### src/rtl/stack_op_sequencer.sv
// Microcode sequencer that turns NOP/PUSH/POP/ALU requests into stack strobes
// and ALU operand captures, tracking stack occupancy and flagging illegal requests.
module stack_op_sequencer (
    input  logic        clk,
    input  logic        rst,
    input  logic        op_valid,
    input  logic [3:0]  op_code,
    input  logic [15:0] op_imm,
    output logic        op_ready,
    output logic        done,
    output logic        err,
    output logic        stk_push,
    output logic        stk_pop,
    output logic        stk_sel,
    output logic [15:0] stk_din_uc,
    input  logic [15:0] stk_dout,
    output logic [15:0] alu_a,
    output logic [15:0] alu_b,
    output logic [3:0]  alu_op,
    output logic [4:0]  depth
);

    typedef enum logic [2:0] {
        IDLE, PUSH_I, POP_1, POP_B, POP_A, LOAD_A, WB, DONE
    } state_t;

    state_t state, state_nxt;
    logic   err_q;
    logic   op_err;
    logic   accept;

    assign accept = op_valid && (state == IDLE);

    always_comb begin
        state_nxt = state;
        op_err    = 1'b0;
        case (state)
            IDLE: begin
                if (op_valid) begin
                    state_nxt = DONE;
                    if (op_code[3]) begin
                        if (depth >= 5'd2) state_nxt = POP_B;
                        else               op_err    = 1'b1;
                    end else if (op_code == 4'b0001) begin
                        if (depth < 5'd16) state_nxt = PUSH_I;
                        else               op_err    = 1'b1;
                    end else if (op_code == 4'b0010) begin
                        if (depth != 5'd0) state_nxt = POP_1;
                        else               op_err    = 1'b1;
                    end else if (op_code != 4'b0000) begin
                        op_err = 1'b1;
                    end
                end
            end
            PUSH_I:  state_nxt = DONE;
            POP_1:   state_nxt = DONE;
            POP_B:   state_nxt = POP_A;
            POP_A:   state_nxt = LOAD_A;
            LOAD_A:  state_nxt = WB;
            WB:      state_nxt = DONE;
            DONE:    state_nxt = IDLE;
            default: state_nxt = IDLE;
        endcase
    end

    // Strobes decode straight from state so an asynchronous reset drops them at once.
    always_comb begin
        op_ready = (state == IDLE);
        stk_push = (state == PUSH_I) || (state == WB);
        stk_pop  = (state == POP_1) || (state == POP_B) || (state == POP_A);
        stk_sel  = (state == WB);
        done     = (state == DONE);
        err      = (state == DONE) && err_q;
    end

    always_ff @(posedge clk or posedge rst) begin
        if (rst) begin
            state      <= IDLE;
            depth      <= 5'd0;
            err_q      <= 1'b0;
            stk_din_uc <= 16'd0;
            alu_a      <= 16'd0;
            alu_b      <= 16'd0;
            alu_op     <= 4'd0;
        end else begin
            state <= state_nxt;
            if (accept) begin
                alu_op <= op_code;
                err_q  <= op_err;
            end
            if (accept && state_nxt == PUSH_I)
                stk_din_uc <= op_imm;
            if (stk_push)
                depth <= depth + 5'd1;
            else if (stk_pop)
                depth <= depth - 5'd1;
            // Stack read data lags the pop strobe by one cycle.
            if (state == POP_A)
                alu_b <= stk_dout;
            if (state == LOAD_A)
                alu_a <= stk_dout;
        end
    end

endmodule

### config.mk
export PLATFORM = sky130hd
export DESIGN_NAME = stack_op_sequencer
export DESIGN_NICKNAME = d
export VERILOG_FILES = /design/src/rtl/stack_op_sequencer.sv
export SDC_FILE = /design/constraint.sdc
export NUM_CORES = 1
export LEC_CHECK = 0
export ABC_AREA = 1
export CORE_UTILIZATION = 44
export CTS_CLUSTER_SIZE = 16
export DETAILED_ROUTE_END_ITERATION = 10
export PLACE_DENSITY_LB_ADDON = 0.3
export SLEW_MARGIN = 10
export SYNTH_ARGS = -nofsm -noshare
export SYNTH_HDL_FRONTEND = slang
export SYNTH_SLANG_ARGS = --single-unit
### constraint.sdc
create_clock -name clk -period 2.3 [get_ports clk]
set_clock_uncertainty 0.2 [all_clocks]
set_input_delay 0.46 -clock clk [delete_from_list [all_inputs] [get_ports clk]]
set_output_delay 0.46 -clock clk [all_outputs]
set_load 0.05 [all_outputs]
=== After elaboration in Yosys (flattened, before gate mapping) ===
Cells that the tools add are included.

* $add $sub $neg: 2
* Equal/unequal tests: 10
* Reduce and logical (&&, ||, !) cells: 11
* Order comparisons: 2
* Muxes and demuxes: 19

{| class="wikitable"
|+ Operators with widths
! cell !! number
|-
| 3-bit two-way mux || 7
|-
| 3-bit one-hot mux with 6 select lines || 1
|-
| 3-bit == test (second input constant) || 4
|-
| 5-bit two-way mux || 2
|-
| 1-bit two-way mux || 9
|-
| 3-bit by 1-bit == test with 1-bit output (second input constant) || 2
|-
| 3-bit by 2-bit == test with 1-bit output (second input constant) || 2
|-
| 5-bit by 1-bit adder with 5-bit output (second input constant) || 1
|-
| 5-bit by 2-bit >= comparator with 1-bit output (second input constant) || 1
|-
| 5-bit less-than comparator (second input constant) || 1
|-
| 5-bit nonzero test || 1
|-
| 5-bit by 1-bit subtractor with 5-bit output (second input constant) || 1
|-
| 4-bit by 1-bit == test with 1-bit output (second input constant) || 1
|-
| 4-bit by 2-bit == test with 1-bit output (second input constant) || 1
|-
| 4-bit nonzero test || 1
|-
| 1-bit logical AND || 3
|-
| 3-bit logical NOT || 1
|-
| 1-bit logical OR || 3
|-
| 3-bit OR reduction || 1
|-
| 2-bit nonzero test || 1
|}

* Bits in registers: 61

=== Depth between registers and ports, before layout ===
* Depth in word-level cells: 9
* Mapped depth: 13
* Gate-level depth less buffers: 13

=== Worst setup path before layout ===
Ideal clock, no wire load.

* Path kind: reg-to-reg
* Start: register state[2]
* End: register depth[4]
* Stages on the path, launching flop included: 12
* Data required time: 1.981 ns
* Clock period less this slack: 2.465 ns
* Arrival time: 2.147 ns
* Path slack: -0.165 ns
* Cell sequence: dfrtp_1 > nand2_1 > o21ai_2 > inv_1 > ha_1 > inv_1 > nor3_1 > nor2_1 > nand2_1 > nand2_1 > nand2_1 > nand2_1

* Elaborated cells on any way between the ends: 10

{| class="wikitable"
|+ RTL lines
! element !! RTL line !! source
|-
| start: declaration || 27 || <nowiki>state_t state, state_nxt;</nowiki>
|-
| start signal: assignment || 86 || <nowiki>state <= state_nxt;</nowiki>
|-
| 3-bit by 1-bit == test with 1-bit output / 3-bit == test (equally long branches) || 69 || <nowiki>stk_push = (state == PUSH_I) || (state == WB);</nowiki>
|-
| 1-bit logical OR * || 69 ||
|-
| named net stk_push || 12 || <nowiki>output logic stk_push,</nowiki>
|-
| 5-bit two-way mux / 2-bit nonzero test (equally long branches) || n/a ||
|-
| end signal: assignment || 94 || <nowiki>depth <= depth + 5'd1;</nowiki>
|-
| end signal: assignment || 96 || <nowiki>depth <= depth - 5'd1;</nowiki>
|-
| end: declaration || 20 || <nowiki>output logic [4:0] depth</nowiki>
|}

Mark *: on every way through the listed nets, which the timed path passes. The rest lies on a longest branch.
A chain may end at the register's enable or synchronous reset.

=== Worst setup path in the final report ===
* Start: register depth[4]
* End: output port depth[4]

No word-level cell between the ends.

==> impl_results.md <==
* Synth cell types at 23
* CTS max path bufs at 2
* Final Worst Setup Slack at 0.0621 ns
* Synth Area in XOR/XNOR at 0.00663
* Routed vias at 2245
* Final Slew Violations at 0
* Outcome: complete, no violations
* Sequential share of power at 0.267
* Root buffer cell: clkbuf_8
* Initial antenna violation count at 0
* Vias per cell at 4.71
* Minimum clock period after layout at 2.24 ns
* Seq cells post-synth at 61
* Avg Cell Area, Syn at 9.05 um^2
* Gate power share at 0.583
* H-tree lvl count at 3
* Top delay family on crit path: buffers and inverters
* Placement Cell Area at 3800 um^2
* M2 GR Usage at 0.343
* Synth top area share at 0.578
* Die ar. at 6320 um^2
* Starting Density at 0.468
* Pleak at 1.96 nW
* P_int at 0.00341 W
* Slew HR at 0.642
* Die height at 79.5 um
* Final #Nets at 443
* Commonest non-fill, non-tap cells in the layout: 94 x clkdlybuf4s50_1, 75 x nand2_1, 60 x dfrtp_1
* Initial DRC Count at 167
* Commonest non-fill, non-tap cell in the layout: clkdlybuf4s50_1
* Largest net degree at the start of global routing at 62
* First-pass DRT Iterations at 4
* Clk slew on worst S/H paths at 0.06 ns
* Period utilisation layout at 0.973
* Adder and majority cell fraction of the synthesized area at 0.0218
* Die width at 79.5 um
* RSZ-0062 raised after global routing: no
* Switching part of the total at 0.487
* CTS tree: built
* Peak supply drop at 1.18 mV
* First-pass GRT wire length at 9790 um
* Filler cell count at 436
* CP Launch Point: depth[4]
* FF-to-FF Start: state[0]
* Share of cells above drive strength 1 at 0.111
* Global Route Usage Sum at 0.205
* Ranking of synthesized cells by area: dfrtp_1 58%, nand2_1 11%, o21ai_0 7.8%
* Main combinational cell family by area after synthesis: simple AND/OR/NAND/NOR gates
* # diodes at 0
* Hold depth at 2
* Worst slack, placed at 0.0848 ns
* Worst endpoint required time at 1.64 ns
* Setup crit end: depth[4]
* Port bufs at 101
* Met1 usage at 0.241
* Area delta synth->final at 51.9%
* Post-synthesis sequential area ratio at 0.578
* DP HPWL at 4250 um
* WL/cell at 12.5 um
* Hold-fix buffers, CTS at 0
* Syn nets at 335
* Pwr Density at 1660 nW/um^2
* R2R setup slack at 0.13 ns
* Cell Area, Synth at 2640 um^2
* Post-synthesis mux area share at 0
* Crit. path cell count at 1
* Setup crit start kind: flop
* Worst-margin pin slew at 0.535 ns
* FMAX at 0.447 GHz
* Post-Syn Instances at 292
* Vias in the first global route at 2192
* Max FO, Critical Path at 5
* Sink Count at 61
* Clock latency on the worst-skew pair at 0.33 ns
* GPL Wtd Cong at 0.813
* Power share of the clock group at 0.150
* CP max stage delay at 0.83 ns
* I/O pins at 102
* Register-to-Register Path Depth at 12
* Crit path buf inv count at 1
* Gr busiest metal: met2
* Final Core Density at 0.711
* Arr. time, crit path at 1.58 ns
* Overall routed net length at 5980 um
* Reg area at 1530 um^2
* Multi-input logic area at 890 um^2
* Net Sw Power at 0.00324 W
* Row Count at 27
* Endpoints failing setup at 0
* GRT overflow at 0
* Remaining antenna violation count at 0
* CTS Buf Count at 9
* Post-synthesis simple-gate area fraction at 0.163
* Leading area contributor after synthesis: dfrtp_1
* Met3 Use GR at 0.0434
* DRC viols at 0
* Hold crit path type: flop to flop
* Slowest stage cell, crit path: clkdlybuf4s50_1
* Final Cell Area at 4010 um^2
* MaxCap Viol Count at 0
* Synth Area in Compound Gates at 0.139
* Crit Path Class: flop to primary output
* Power consumption at 0.00665 W
* Setup TNS at 0 ns
* CORE AREA at 5640 um^2
* Crit path cell chain: clkdlybuf4s50_1
* CP Capture Type: primary output
* Final Hold Vio Count at 0
* YS warnings at 0
* Worst reg2reg path endpoint: depth[4]
==> stage by stage <==
step / instances / hold slack (ns)
6_report: 477 / 0.270
5_1_grt: 477 / 0.308
4_1_cts: 477 / 0.275
3_5_place_dp: 461 / 0.259
3_3_place_gp: 461 / 0.258
2_1_floorplan: 292 / 0.239
==> routing by layer <==
metal	wire (um)	part of all wire
met5	0	0
met4	210	0.035
met3	262	0.044
met2	3030	0.51
met1	2480	0.41
==> layout make-up <==
class                   count  share of cell area
multi-input cells         172               0.222
clock buffers              11              0.0327
repair buffers            106               0.277
clock inverters             5              0.0187
well taps                  72              0.0225
inverters                  50              0.0468
flip-flops and latches     61               0.381
==> sequential cells by signal (all words and copies together), names as in the netlist <==
| signal | count |
|---|---|
| stk_din_uc | 16 |
| state | 3 |
| alu_a | 16 |
| depth | 5 |
| err_q | 1 |
| alu_op | 4 |
| alu_b | 16 |
==> worst register-to-register path, stage by stage, from the launching register on <==
cell     delay [ns]
dfrtp_1        0.38
inv_1          0.12
nor2_2         0.06
nand2_1        0.10
o21ai_4        0.06
buf_4          0.16
fa_1           0.40
nor3_1         0.27
nor2_1         0.07
nand2_1        0.08
nand2_1        0.05
nand2_1        0.06
nand2_1        0.04
==> cell families after synthesis <==
kind of cell / Yosys count
and+or+nand+nor: 102
AOI/OAI and AO/OA: 64
DFF: 61
xor gates and xnor gates: 2
buffers and inverters: 59
adders and majority gates: 4
==> power groups by stage <==
stage / logic (W) / registers, W / clock network [W]
after floorplan: 0.00122 / 0.00307 / 0
after global placement: 0.00378 / 0.00177 / 0
after detailed placement: 0.00388 / 0.00178 / 0
after CTS: 0.00390 / 0.00177 / 0.00103
after global routing: 0.00415 / 0.00183 / 0.00107
final: 0.00387 / 0.00178 / 0.00100
==> synth_stat cells <==
cell and count:
buf_6 1, o21ai_1 7, a21oi_1 3, dfrtp_1 61
o21ai_0 41, clkbuf_1 3, inv_1 50, nor3_1 2
buf_2 3, o21ai_2 12, fa_1 1, a21boi_0 1
nand3_4 1, nand2_1 76, nor2_1 12, ha_1 3
nor2_2 1, nand3_1 6, nor3b_1 1, xor2_1 2
nor2_4 2, buf_4 2, nand3b_1 1
==> worst min path at each step <==
| stage | endpoint | slack (ns) | start |
|---|---|---|---|
| after floorplan | err_q | 0.24 | err_q |
| after global placement | alu_op[2] | 0.26 | alu_op[2] |
| after detailed placement | alu_op[2] | 0.26 | alu_op[2] |
| after CTS | alu_op[2] | 0.28 | alu_op[2] |
| after global routing | stk_din_uc[15] | 0.31 | stk_din_uc[15] |
| final | alu_op[2] | 0.27 | alu_op[2] |
==> timing repair <==
action	in CTS	in global routing
hold endpoints to repair	0	0
setup buffers	0	0
gates resized for setup	0	4
setup endpoints to repair	0	2
No activity file was read; power rests on OpenSTA's default activity.
